--- src/rtl/rv_pkg.sv ---
// Shared definitions for the instruction-memory loader.
//   state_e    : loader FSM states
//   IMEM_WORDS : default instruction-memory depth in 32-bit words
//   XLEN       : instruction width in bits
package rv_pkg;

  localparam int unsigned IMEM_WORDS = 64;
  localparam int unsigned XLEN       = 32;

  typedef enum logic [2:0] {
    StIdle,
    StLenLo,
    StLenHi,
    StData,
    StCsum,
    StDone,
    StErr
  } state_e;

endpackage

--- src/rtl/word_assembler.sv ---
// Packs a little-endian byte stream into 32-bit words.
//   clk        : system clock
//   reset_n    : asynchronous active-low reset
//   clear      : synchronous clear of the byte counter and partial word
//   byte_valid : byte_in is consumed this cycle
//   byte_in    : incoming byte
//   word       : {byte_in, b2, b1, b0}; meaningful when word_done is high
//   word_done  : the current byte completes a word
module word_assembler
  import rv_pkg::*;
(
  input  logic            clk,
  input  logic            reset_n,
  input  logic            clear,
  input  logic            byte_valid,
  input  logic [7:0]      byte_in,
  output logic [XLEN-1:0] word,
  output logic            word_done
);

  logic [1:0]  byte_cnt;
  // Bytes enter at the top, so after three bytes this holds {b2, b1, b0}.
  logic [23:0] low_bytes;

  always_ff @(posedge clk or negedge reset_n) begin
    if (!reset_n) begin
      byte_cnt  <= 2'd0;
      low_bytes <= 24'd0;
    end else if (clear) begin
      byte_cnt  <= 2'd0;
      low_bytes <= 24'd0;
    end else if (byte_valid) begin
      byte_cnt  <= byte_cnt + 2'd1;
      low_bytes <= {byte_in, low_bytes[23:8]};
    end
  end

  // The fourth byte is used straight from the input so the word is ready
  // on the same edge that accepts it.
  assign word      = {byte_in, low_bytes};
  assign word_done = byte_valid && (byte_cnt == 2'd3);

endmodule

--- src/rtl/imem_loader.sv ---
// Streams a program image into the instruction memory and keeps the core in
// reset until a complete, checksum-clean image is in place.
// Image format: len[7:0], len[15:8], len little-endian 32-bit words, XOR
// checksum of all preceding bytes.
//   clk        : system clock
//   reset_n    : asynchronous active-low reset
//   start      : one-cycle pulse that begins (or restarts) a load
//   rx_data    : stream byte
//   rx_valid   : rx_data is valid
//   rx_ready   : loader accepts a byte this cycle
//   imem_we    : instruction-memory write strobe (one cycle per word)
//   imem_waddr : word address being written
//   imem_wdata : instruction word being written
//   core_reset : active-high reset to the core
//   busy       : a load is in progress
//   done       : image loaded and verified
//   error      : load failed; held until the next start
// ADDR_W must satisfy 2**ADDR_W >= MEM_WORDS.
module imem_loader
  import rv_pkg::*;
#(
  parameter int unsigned MEM_WORDS = IMEM_WORDS,
  parameter int unsigned ADDR_W    = 6
) (
  input  logic              clk,
  input  logic              reset_n,
  input  logic              start,
  input  logic [7:0]        rx_data,
  input  logic              rx_valid,
  output logic              rx_ready,
  output logic              imem_we,
  output logic [ADDR_W-1:0] imem_waddr,
  output logic [XLEN-1:0]   imem_wdata,
  output logic              core_reset,
  output logic              busy,
  output logic              done,
  output logic              error
);

  // One extra bit so the index can reach len == MEM_WORDS.
  localparam int unsigned IdxW        = ADDR_W + 1;
  localparam logic [15:0] MemWordsLen = 16'(MEM_WORDS);

  state_e            state;
  logic [15:0]       len;
  logic [7:0]        csum;
  logic [IdxW-1:0]   word_idx;
  logic [IdxW-1:0]   word_idx_nxt;
  logic [15:0]       new_len;
  logic              loading;
  logic              accept;
  logic              restart;
  logic              data_byte;
  logic              word_done;
  logic [XLEN-1:0]   word;

  always_comb begin
    loading = 1'b0;
    unique case (state)
      StLenLo, StLenHi, StData, StCsum: loading = 1'b1;
      default:                          loading = 1'b0;
    endcase
  end

  // The byte-accepting states are exactly the busy states.
  assign rx_ready     = loading;
  assign busy         = loading;
  assign accept       = rx_valid && rx_ready;
  assign restart      = start && !loading;
  assign data_byte    = accept && (state == StData);
  assign new_len      = {rx_data, len[7:0]};
  assign word_idx_nxt = word_idx + IdxW'(1);

  word_assembler u_word_assembler (
    .clk        (clk),
    .reset_n    (reset_n),
    .clear      (restart),
    .byte_valid (data_byte),
    .byte_in    (rx_data),
    .word       (word),
    .word_done  (word_done)
  );

  always_ff @(posedge clk or negedge reset_n) begin
    if (!reset_n) begin
      state      <= StIdle;
      len        <= 16'd0;
      csum       <= 8'd0;
      word_idx   <= '0;
      imem_we    <= 1'b0;
      imem_waddr <= '0;
      imem_wdata <= '0;
      core_reset <= 1'b1;
      done       <= 1'b0;
      error      <= 1'b0;
    end else begin
      imem_we <= 1'b0;
      if (restart) begin
        state      <= StLenLo;
        len        <= 16'd0;
        csum       <= 8'd0;
        word_idx   <= '0;
        core_reset <= 1'b1;
        done       <= 1'b0;
        error      <= 1'b0;
      end else begin
        unique case (state)
          StIdle: ;
          StLenLo: begin
            if (accept) begin
              len[7:0] <= rx_data;
              csum     <= csum ^ rx_data;
              state    <= StLenHi;
            end
          end
          StLenHi: begin
            if (accept) begin
              len[15:8] <= rx_data;
              csum      <= csum ^ rx_data;
              if (new_len == 16'd0) begin
                state <= StCsum;
              end else if (new_len > MemWordsLen) begin
                state <= StErr;
              end else begin
                state <= StData;
              end
            end
          end
          StData: begin
            if (accept) begin
              csum <= csum ^ rx_data;
              if (word_done) begin
                imem_we    <= 1'b1;
                imem_waddr <= word_idx[ADDR_W-1:0];
                imem_wdata <= word;
                word_idx   <= word_idx_nxt;
                if (16'(word_idx_nxt) == len) begin
                  state <= StCsum;
                end
              end
            end
          end
          StCsum: begin
            if (accept) begin
              state <= (rx_data == csum) ? StDone : StErr;
            end
          end
          // Status flags follow the state by one cycle.
          StDone: begin
            done       <= 1'b1;
            core_reset <= 1'b0;
          end
          StErr: begin
            error      <= 1'b1;
            core_reset <= 1'b1;
          end
          default: state <= StIdle;
        endcase
      end
    end
  end

endmodule

--- config.mk ---
export PLATFORM = sky130hd
export DESIGN_NAME = imem_loader
export DESIGN_NICKNAME = d
export VERILOG_FILES = /design/src/rtl/rv_pkg.sv /design/src/rtl/word_assembler.sv /design/src/rtl/imem_loader.sv
export SDC_FILE = /design/constraint.sdc
export NUM_CORES = 1
export LEC_CHECK = 0
export CORE_UTILIZATION = 55
export CTS_CLUSTER_DIAMETER = 80
export DETAILED_ROUTE_END_ITERATION = 8
export PLACE_DENSITY = 0.84
export SYNTH_ARGS = -nofsm -noshare
export SYNTH_HDL_FRONTEND = slang
export SYNTH_HIERARCHICAL = 1
export SYNTH_SLANG_ARGS = --single-unit
--- constraint.sdc ---
create_clock -name clk -period 6.2 [get_ports clk]
set_input_delay 1.86 -clock clk [delete_from_list [all_inputs] [get_ports clk]]
set_output_delay 1.86 -clock clk [all_outputs]
set_load 0.05 [all_outputs]
==> summary.md <==
| Metric | Value |
|---|---|
| DR pass1 iterations | `5` |
| DRC violations left | `0` |
| Max Cap Violations | `0` |
| Crit-path max FO | `46` |
| Fill cells | `between 600 and 700` |
| Num ports | `between 50 and 60` |
| Switch share | `between 30% and 40%` |
| Syn-to-layout area delta | `14.3%` |
| Core area | `around 8300 sq um` |
| Slew Viols, Final | `0` |
| Mapped Cells | `499` |
| Post-CTS Hold Fix Bufs | `0` |
| Netlist cell types | `53` |
| Num rows | `33` |
| Crit path DAT | `4650 ps` |
| Post-DRT Antenna Nets | `0` |
| Count of flip-flops with a built-in enable after synthesis | `0` |
| Slowest stage cell, crit path | `clkdlybuf4s50_1` |
| Total track usage | `between 20 and 25%` |
| Resize count post-CTS | `0` |
| Run status | `finished clean` |
| Full die area | `just over 9000 sq um` |
| Critical path startpoint category | `input port` |
| Total gr overflow | `0` |
| RSZ-0062 raised after global routing | `no` |
| DR WL/cell | `~16 um` |
| Synth Flop Type | `dfrtp_1` |
| Initial Utilization | `about 58%` |
| Port Buffer Count | `55` |
| Final setup TNS | `0 ps` |
| CP Class | `in -> reg` |
| Root Driver | `clkbuf_8` |
| Fmax | `about 0.23 GHz` |
| Crit-path max cell delay | `between 600 and 700 ps` |
| Ys async rst share | `between 90% and 100%` |
| Final hold slack | `about 480 ps` |
| Syn avg cell area | `9.57 sq um` |
| Num CTS Buffers | `9` |
| First-pass GRT wire length | `approximately 17,000 um` |
| Tmin final | `~4400 ps` |
| Final WL | `about 10,000 um` |
| Mapped Area | `between 4000 and 5000 sq um` |
| Pwr/cell area | `approximately 360 nW/um^2` |
| Critical-path cell list | `clkdlybuf4s50_1 > nand2b_1 > nor3_2 > and2_1 > nand4_1 > buf_4 > inv_2 > nor2_1 > o21ai_0 > o21ai_1` |
| Synth area leader | `dfrtp_1` |
| Final setup fails | `0` |
| Routed via count | `roughly 3,600` |
| Share of cells above drive strength 1 | `~5.4%` |
| Buffers & Inverters on Critical Path | `3` |
| CTS tree | `yes` |
| TritonCTS Sinks | `around 100` |
| Leak | `roughly 2.6 nW` |
| Seq/Total Area, Yosys | `53.5%` |
| Clk pin slew, worst setup/hold paths | `around 90 ps` |
| Initial antenna violation count | `0` |
| Warnings, synthesis | `6` |
| Hold Crit Class | `reg -> reg` |
| Max clock buf depth | `2` |
| Register share of total power | `a little under half` |
| Chip Height | `~95 um` |
| #FFs+latches synth | `102` |
| P_sw | `between 0.7 and 0.8 mW` |
| Peak supply drop | `approximately 0.17 mV` |
| H-tree Lvls | `3` |
| Number of diodes | `0` |
| Detail Placement HPWL | `roughly 6800 um` |
| CP Capture Type | `flop` |
| Measured slew at the worst slew-check pin | `around 900 ps` |
| Clock Latency Late Sink | `between 300 and 400 ps` |
| Pin count of the biggest net entering global routing | `a little over 60` |
| Post-Synthesis Net Count | `513` |
| DR iter-0 viols | `around 280` |
| Part of the power in the clock network | `between 10% and 20%` |
| Count leader, synth | `nand2_1` |
| Most area-consuming cells after synthesis | `dfrtp_1 53%, nand2_1 12%, mux2i_1 5.2%, xor2_1 3.7%, nor2_1 3.4%` |
| Die width | `~95 um` |
| Comb pwr share | `around 34%` |
| Commonest cells in the netlist | `150 x nand2_1, 101 x dfrtp_1, 43 x nor2_1` |
| Routability Congestion | `between 0.8 and 0.9` |
| Synth top area share | `between 50% and 60%` |
| Tcrit/Tclk final | `between 70 and 80%` |
| Final number of hold-violating endpoints | `0` |
| CP Data Required Time | `~6400 ps` |
| Post-CTS Setup Repair Bufs | `0` |
| Power Internal | `approximately 1.2 mW` |
| CP top delay family | `buffers and inverters` |
| Fin nets | `around 550` |
| Avg Vias per Cell | `approximately 5.6` |
| Slew HR | `a little under 40%` |
| Clock skew | `~5.5 ps` |
| Vias in the first global route | `between 3,000 and 4,000` |
[worst paths after layout]
kind	depth (start not counted)	to	startpoint	slack, ps
max	10	word_idx[6]	rx_valid	1790
min	2	imem_wdata[2]	u_word_assembler/low_bytes[2]	480
max reg2reg	9	word_idx[6]	state[0]	3060
min reg2reg	2	imem_wdata[2]	u_word_assembler/low_bytes[2]	480
max in group asynchronous	2	u_word_assembler/low_bytes[20]	reset_n	3560
min in group asynchronous	1	imem_wdata[31]	reset_n	1490
[per-layer routing]
| layer | up-vias | global-route usage (%) | part of all wire (%) |
|---|---|---|---|
| li1 | 1732 | - | - |
| met2 | 105 | 39.8 | 50 |
| met1 | 1786 | 32.8 | 44 |
| met4 | 0 | 7.32 | 1.5 |
| met5 | - | 0 | 0 |
| met3 | 13 | 3.67 | 4.5 |
[power by group through the flow]
| stage | logic (mW) | clock network, mW | registers [mW] |
|---|---|---|---|
| after CTS | 0.656 | 0.400 | 0.915 |
| after detailed placement | 0.653 | 0 | 0.928 |
| after floorplan | 0.524 | 0 | 0.895 |
| after global placement | 0.632 | 0 | 0.919 |
| final | 0.657 | 0.387 | 0.919 |
| after global routing | 0.718 | 0.425 | 0.934 |
[cells in the final DEF (no fill, tap or decap), drive strengths merged, types with 3 or more instances in the layout]
cell type      instances
o21ai                 14
xnor2                  8
o31ai                  3
nor4                   4
mux2i                 25
inv                    7
a22o                  11
nand3                  9
nor3                   7
clkbuf                13
nor2                  44
and2                   3
nor2b                  3
clkdlybuf4s50         54
xor2                  20
o22ai                  4
nand2                150
dfrtp                101
a21oi                 17
buf                    5
[cell families after synthesis]
family / synth area share [%]
compound gates: 10.6
simple gates: 19.8
flops: 53.5
buf+inv: 5.21
xor+xnor: 5.14
fa+ha+maj: 0.524
mux: 5.24
[state kept, by name, indices dropped and copies added (netlist names), 2 cells and up]
name,count
state,3
u_word_assembler/low_bytes,24
len,16
imem_wdata,32
imem_waddr,6
word_idx,7
u_word_assembler/byte_cnt,2
csum,8
[worst min-delay path, cell delays in order, from the launching register on]
cell and delay [ps]:
dfrtp_1 350, nand2_1 50, nand2_1 50
[metrics by stage]
stage | cell area (sq um) | util [%] | total power, mW | setup WS [ps] | cells
finish | 5460 | 65.7 | 1.96 | 1790 | 644
global route | 5460 | 65.7 | 2.08 | 1520 | 644
CTS | 5460 | 65.7 | 1.97 | 1810 | 644
detailed placement | 5270 | 63.5 | 1.58 | 1430 | 628
global placement | 5270 | 63.5 | 1.55 | 1560 | 628
floorplan | 4770 | - | 1.42 | 2520 | 499
[area by class of cell]
cell class,instances,area (sq um),share of cell area (%)
Clock inverter,3,27.5,0.504
Timing Repair Buffer,59,578,10.6
Clock buffer,13,159,2.91
Tap cell,105,131,2.41
Inverter,6,22.5,0.413
Sequential cell,102,2550,46.8
Multi-Input combinational cell,356,1980,36.4
No activity file was read; power rests on OpenSTA's default activity.
